**src/rtl/fp_norm_pack.sv**
```systemverilog
// Post-add normalise/pack stage: turns the mantissa adder's raw sum into a packed IEEE-754 single.
// Define FPU_NORM_ROUND_EN to round-to-nearest-even the bit discarded on the carry-out path.
module fp_norm_pack #(
    parameter int MANT_W = 24,
    parameter int EXP_W  = 8
) (
    input  logic                    clk_i,
    input  logic                    rst_i,
    input  logic                    in_valid_i,
    output logic                    in_ready_o,
    input  logic [MANT_W-1:0]       sum_i,
    input  logic                    of_i,
    input  logic [EXP_W-1:0]        exp_i,
    input  logic                    sign_i,
    output logic                    out_valid_o,
    input  logic                    out_ready_i,
    output logic [EXP_W+MANT_W-1:0] result_o,
    output logic                    uf_o,
    output logic                    ovf_o
);
    localparam int RES_W = EXP_W + MANT_W;
    localparam logic [EXP_W:0]   EXP_INC = {{EXP_W{1'b0}}, 1'b1};
    localparam logic [EXP_W-1:0] EXP_ONE = {{(EXP_W-1){1'b0}}, 1'b1};
    localparam logic [EXP_W:0]   EXP_MAX = {1'b0, {EXP_W{1'b1}}};

    typedef enum logic [1:0] {IDLE, SHIFT, DONE} state_t;

    state_t            state_q;
    logic [MANT_W-1:0] mant_q;
    logic [EXP_W-1:0]  exp_q;
    logic              sign_q;
    logic              resolved_q;
    logic              out_valid_q;
    logic              uf_q;
    logic              ovf_q;
    logic [RES_W-1:0]  result_q;

    logic [MANT_W-1:0] truncMant;
    logic [MANT_W-1:0] ofMant;
    logic [EXP_W:0]    ofExp;
    logic              ofOvf;
    logic              sumZero;

    assign truncMant = {1'b1, sum_i[MANT_W-1:1]};
    assign sumZero   = (sum_i == '0);

`ifdef FPU_NORM_ROUND_EN
    logic            roundUp;
    logic [MANT_W:0] rndMant;

    // One discarded bit is always an exact tie, so ties-to-even only looks at the kept LSB.
    assign roundUp = sum_i[0] & truncMant[0];
    assign rndMant = {1'b0, truncMant} + {{MANT_W{1'b0}}, roundUp};
    assign ofMant  = rndMant[MANT_W] ? {1'b1, {(MANT_W-1){1'b0}}} : rndMant[MANT_W-1:0];
    assign ofExp   = {1'b0, exp_i} + EXP_INC + {{EXP_W{1'b0}}, rndMant[MANT_W]};
`else
    assign ofMant  = truncMant;
    assign ofExp   = {1'b0, exp_i} + EXP_INC;
`endif

    // The extra exponent bit catches wrap-around as well as landing exactly on all-ones.
    assign ofOvf = (ofExp >= EXP_MAX);

    // Every accepted operand spends one SHIFT visit before DONE, so a k-shift result is ready k+1 edges after accept.
    always_ff @(posedge clk_i or posedge rst_i) begin
        if (rst_i) begin
            state_q     <= IDLE;
            mant_q      <= '0;
            exp_q       <= '0;
            sign_q      <= 1'b0;
            resolved_q  <= 1'b0;
            out_valid_q <= 1'b0;
            uf_q        <= 1'b0;
            ovf_q       <= 1'b0;
            result_q    <= '0;
        end else begin
            case (state_q)
                IDLE: begin
                    if (in_valid_i) begin
                        state_q    <= SHIFT;
                        sign_q     <= sign_i;
                        uf_q       <= 1'b0;
                        ovf_q      <= 1'b0;
                        result_q   <= '0;
                        resolved_q <= 1'b0;
                        if (of_i) begin
                            mant_q <= ofMant;
                            exp_q  <= ofExp[EXP_W-1:0];
                            if (ofOvf) begin
                                ovf_q      <= 1'b1;
                                resolved_q <= 1'b1;
                                result_q   <= {sign_i, {EXP_W{1'b1}}, {(MANT_W-1){1'b0}}};
                            end
                        end else if (sumZero) begin
                            mant_q     <= '0;
                            exp_q      <= '0;
                            resolved_q <= 1'b1;
                        end else begin
                            mant_q <= sum_i;
                            exp_q  <= exp_i;
                        end
                    end
                end
                SHIFT: begin
                    if (resolved_q) begin
                        state_q     <= DONE;
                        out_valid_q <= 1'b1;
                    end else if (mant_q[MANT_W-1]) begin
                        state_q     <= DONE;
                        out_valid_q <= 1'b1;
                        result_q    <= {sign_q, exp_q, mant_q[MANT_W-2:0]};
                    end else if (exp_q <= EXP_ONE) begin
                        state_q     <= DONE;
                        out_valid_q <= 1'b1;
                        uf_q        <= 1'b1;
                        result_q    <= {sign_q, {(RES_W-1){1'b0}}};
                    end else begin
                        mant_q <= mant_q << 1;
                        exp_q  <= exp_q - EXP_ONE;
                    end
                end
                DONE: begin
                    if (out_ready_i) begin
                        state_q     <= IDLE;
                        out_valid_q <= 1'b0;
                    end
                end
                default: state_q <= IDLE;
            endcase
        end
    end

    assign in_ready_o  = (state_q == IDLE);
    assign out_valid_o = out_valid_q;
    assign result_o    = result_q;
    assign uf_o        = uf_q;
    assign ovf_o       = ovf_q;

endmodule

```
**config.mk**
```make
export PLATFORM = sky130hd
export DESIGN_NAME = fp_norm_pack
export DESIGN_NICKNAME = d
export VERILOG_FILES = /design/src/rtl/fp_norm_pack.sv
export SDC_FILE = /design/constraint.sdc
export NUM_CORES = 1
export LEC_CHECK = 0
export ABC_CLOCK_PERIOD_IN_PS = 3000
export CAP_MARGIN = 20
export CORE_ASPECT_RATIO = 0.5
export CORE_UTILIZATION = 35
export DETAILED_ROUTE_END_ITERATION = 10
export GPL_TIMING_DRIVEN = 0
export PLACE_DENSITY = 0.58
export SLEW_MARGIN = 20
export SYNTH_ARGS = -nofsm -noshare
export SYNTH_HDL_FRONTEND = slang
export SYNTH_SLANG_ARGS = --single-unit
```
**constraint.sdc**
```tcl
create_clock -name clk_i -period 3 [get_ports clk_i]
set_input_delay 0.6 -clock clk_i [delete_from_list [all_inputs] [get_ports clk_i]]
set_output_delay 0.6 -clock clk_i [all_outputs]
set_load 0.05 [all_outputs]
```
After elaboration in Yosys (flattened, before gate mapping)
Index checks and enable logic that the tools add are counted.
{ "word_totals": {"output_inout_bits": 36, "in_bits": 38, "wordCells": 75, "ff_bits": 71} }
{ "op_classes": {"order_cmp": 2, "mux": 40, "n_reduce_logical": 11, "n_addsub": 2, "eq_ne": 10} }
{ "ops": {"columns": ["op", "count"], "rows": [
  ["2-to-1 mux 32 bit", 6],
  ["2-to-1 mux 24 bit", 6],
  ["one-hot mux 32 bit (2 select lines)", 1],
  ["2-to-1 mux 8 bit", 6],
  ["one-hot mux 24 bit (2 select lines)", 1],
  ["zero test 24 bit", 1],
  ["one-hot mux 8 bit (2 select lines)", 1],
  ["!= test 2 bit, second input constant", 6],
  ["2-to-1 mux 1 bit", 11],
  ["2-to-1 mux 2 bit", 5],
  ["AND reduction 5 bit", 2],
  ["adder 8 x 1 -> 9 bit, second input constant", 1],
  [">= comparator 9 x 8 -> 1 bit, second input constant", 1],
  ["AND reduction 3 bit", 3],
  ["<= comparator 8 x 1 -> 1 bit, second input constant", 1],
  ["subtractor 8 x 1 -> 8 bit, second input constant", 1],
  ["one-hot mux 2 bit (3 select lines)", 1],
  ["!= test 4 bit, second input constant", 1],
  ["one-hot mux 1 bit (2 select lines)", 2],
  ["AND reduction 4 bit", 1],
  ["nonzero test 2 bit", 2],
  ["!= test 3 bit, second input constant", 1],
  ["== test 2 x 1 -> 1 bit, second input constant", 1],
  ["== test 2 bit, second input constant", 1],
  ["2 further kinds", 2]
]} }

Logic depth before layout (Yosys ltp)
{ "depth": {"word_depth": 6, "depth_mapped": 9, "mapped_depth_nobuf": 7} }

Worst setup path before layout
No wires, ideal clock.
{ "synth_timing": {"path_type": "register to register", "from": "register state_q[0]", "to": "register mant_q[17]", "period_less_slack_ps": 2291, "setup_slack_ps": 709, "stages_incl_launch_ff": 9, "arrival_ps": 2206, "setup_ps": 85, "cell_sequence": "dfrtp_1 -> inv_1 -> ha_1 -> mux2i_1 -> a21o_1 -> nor3_1 -> buf_2 -> a22oi_1 -> o21ai_0"} }
{ "synth_via": {"elab_chain_cells": 3, "word_cells_on_any_way": 9, "classes_between": "eq/ne (5); mux (1); reduce/logical (3)"} }
{ "synth_rtl": {"columns": ["item", "line_no", "rtl"], "rows": [
  ["start: declaration", "28", "state_t state_q;"],
  ["start signal: assignment", "67", "state_q <= IDLE;"],
  ["start signal: assignment", "80", "state_q <= SHIFT;"],
  ["start signal: assignment", "106", "state_q <= DONE;"],
  ["zero test 2 bit *", null, null],
  ["net in_ready_o", "10", "output logic in_ready_o,"],
  ["!= test 2 bit (no source line) / nonzero test 2 bit (equally long branches)", null, null],
  ["AND reduction 5 bit (no source line)", null, null],
  ["end signal: assignment", "87", "mant_q <= ofMant;"],
  ["end signal: assignment", "99", "mant_q <= sum_i;"],
  ["end signal: assignment", "118", "mant_q <= mant_q << 1;"],
  ["end: declaration", "29", "logic [MANT_W-1:0] mant_q;"]
]} }
The timed path passes the listed nets; every way through them passes the cells marked *.
A chain may end at the register's enable or synchronous reset.

Final worst setup path
{ "layout_timing": {"from": "register state_q[1]", "to": "register mant_q[2]"} }
{ "layout_via": {"elab_chain_cells": 3, "word_cells_on_any_way": 9, "classes_between": "eq/ne (5); mux (1); reduce/logical (3)"} }
{ "layout_rtl": {"columns": ["item", "line_no", "rtl"], "rows": [
  ["== test 2 x 1 -> 1 bit / zero test 2 bit (equally long branches)", "77", "case (state_q)"],
  ["!= test 2 bit (no source line) / nonzero test 2 bit (equally long branches)", null, null],
  ["AND reduction 5 bit (no source line)", null, null]
]} }
Parallel ways exist; a longest one is shown, timed or not.

==> results.ini <==
[run_status]
status = finished, final reports clean

[floorplan]
dieArea_um2 = 11100
num_rows = 26
die_h_um = 74.9
coreArea_um2 = 10300
initial_core_util = 0.362
chipWidth_um = 148
io_pins = 74

[sta]
min_period_ns = 2.65
finalHoldViolCount = 0
relSlewSlack = 0.368
timing.final.crit_share = 0.885
hold_slack_ns = 0.476
final_max_slew_viol_count = 0
rsz0062_at_grt = false
worst_pin_slew_ns = 0.940
finalSetupViolCount = 0
clock_skew_ns = 0.00561
fmax_ghz = 0.377
setup_slack_ns = 0.345

[critical_path]
cp-end-kind = flop
crit_path_max_fanout = 10
max_stage_delay_ns = 0.84
rrSetupSlack_ns = 0.35
worstPathRequired_ns = 3.26
crit_path_frequent_cell = inv_1
startpoint = state_q[1]
crit_path_start_kind = flop
crit_path_cell_trace = inv_1 > ha_1 > inv_1 > clkbuf_1 > nor3_1 > buf_2 > a22oi_1 > o21ai_0
slowest_stage = nor3_1
critPathArrivalTime_ns = 2.91
path_class = flop to flop
rr_startpoint = state_q[1]

[synth]
synth_cell_types = 52
ys.warnings.count = 0
synth-edff-count = 0
synth_area_leaders = dfrtp_1, o21ai_0, mux2i_1
synthMuxAreaShare = 0.0760
synth_top_family_by_area = compound AO/OA/AOI/OAI gates
yosysTopAreaCell = dfrtp_1
synth-adder-area-share = 0.0236
synth_top_area_frac = 0.478
synthFlopType = dfrtp_1
synth_seq_cells = 71
syn_inst = 382
synth_nets = 427
synthTopCellsByCount = dfrtp_1, nand2_1, o21ai_0
synth_compound_area_frac = 0.224
synth_xor_area_frac = 0.0118
ys_seq_area_frac = 0.478
avgSynthCellArea_um2 = 9.73
syn_area_um2 = 3720
synth.most_common_cell = dfrtp_1
synthArstFlopShare = 1.00
synth_simple_gate_area_frac = 0.145

[hold_path]
hold_path_class = flop to flop
min_from = result_o[6]

[place]
dp_slack_ns = 0.0908
post_dp_cell_area_um2 = 4640
routabilityCongestion = 0.845
hpwl_mm = 7.31
io_buffers = 72

[clock_tree]
cts-resized-gates = 0
post_cts_buffers = 0
clk_pin_slew_worst_paths_ns = 0.06
ctsHtreeMaxLevel = 3
clock-root-buffer = clkbuf_16
numClockSinks = 71
numCtsBuffers = 9
clk_path_buf_depth = 2
cts_tree = done
ctsHoldBuffers = 0
worstSkewPairLatency_ns = 0.34

[layout]
num_antenna_cells = 0
final_util = 0.485
syn_to_final_growth_pct = 34.2
fin_nets = 511
fin_area_um2 = 4990
fillers = 1009
drive_gt1_frac = 0.0828

[grt]
grt_max_degree = 45
first_global_vias = 3141
grt_pass1_wl_mm = 16.3
track_usage = 0.191
grt_antenna_before_repair = 0
gr-total-overflow = 0

[route]
via_count = 3302
first_iter_violations = 237
drtAntennaViolNets = 0
viasPerCell = 5.40
drt_pass1_iterations = 6
routed_wl_mm = 9.88
drt-wirelength-per-cell_um = 16.2
drc_errors = 0

[power]
peakVddDrop_mv = 0.419
leakagePower_nw = 2.08
power_density_nw_per_um2 = 1110

[run]
maxCapViolCount = 0

[flip-flops by register name (all words and copies together) (netlist names)]
| register | flops |
|---|---|
| result_o | 32 |
| mant_q | 24 |
| exp_q | 8 |
| state_q | 2 |
| out_valid_o | 1 |
| ovf_o | 1 |
| resolved_q | 1 |
| sign_q | 1 |
| uf_o | 1 |
[stage by stage]
step	TNS, ns	std cells	power (mW)
finish	0	611	5.54
global route	0	611	5.90
CTS	0	611	5.57
detailed placement	0	595	4.32
global placement	-52.99	594	4.29
floorplan	0	382	3.45
[placed cells by master, fill, tap and decap left out, types with 4 or more instances in the layout]
cell type / Yosys / routed
clkdlybuf4s50_1: 0 / 72
dfrtp_1: 71 / 71
nand2_1: 60 / 60
o21ai_0: 55 / 55
mux2i_1: 26 / 26
a22oi_1: 22 / 22
nor2_1: 15 / 15
clkbuf_1: 15 / 15
a21oi_1: 13 / 13
inv_1: 12 / 11
nor4_1: 10 / 10
clkbuf_16: 0 / 9
a221o_1: 8 / 8
ha_1: 7 / 7
nand3_1: 6 / 6
nor3_1: 4 / 4
a31oi_1: 4 / 4
[worst paths after layout]
path / endpoint / cells after the start
setup / recovery: mant_q[2] / 8
hold / removal: result_o[6] / 2
setup reg to reg: mant_q[2] / 8
hold reg to reg: result_o[6] / 2
max in group asynchronous: result_o[7] / 3
min in group asynchronous: out_valid_o / 2
[layout make-up]
class,count,area (um2),share of cell area
buffer,21,109,0.0218
clock buffer,9,225,0.0451
clock inverter,7,120,0.0241
inverter,12,47.5,0.00953
multi-input combinational,278,1790,0.358
sequential,71,1780,0.356
tap,140,175,0.0351
timing repair buffer,73,748,0.150
[cells by family after synthesis]
kind of cell	count (synthesis)
multiplexers	28
flip-flops	71
buffers and inverters	33
AND/OR/NAND/NOR	113
adder cells (fa/ha/maj)	7
AO/OA/AOI/OAI	125
XOR/XNOR	5
[critical path: cells and delay by family, from the launching register on]
| kind | cells | cell delay [ns] |
|---|---|---|
| fa+ha+maj | 1 | 0.26 |
| buf+inv | 4 | 0.89 |
| simple gates | 1 | 0.84 |
| compound gates | 2 | 0.18 |
| flops | 1 | 0.39 |
[metal layers]
metal	vias up	GRT usage	wire length, um
met3	9	0.0515	494
met1	1628	0.253	4680
li1	1577	-	-
met2	88	0.314	4610
met5	-	0	0
met4	0	0.0538	97
[where the power goes]
part	internal, mW	switching (mW)
clock	0.814	0.431
combinational	0.927	1.67
sequential	1.36	0.341
total	3.10	2.44
(Power assumes the default switching activity.)
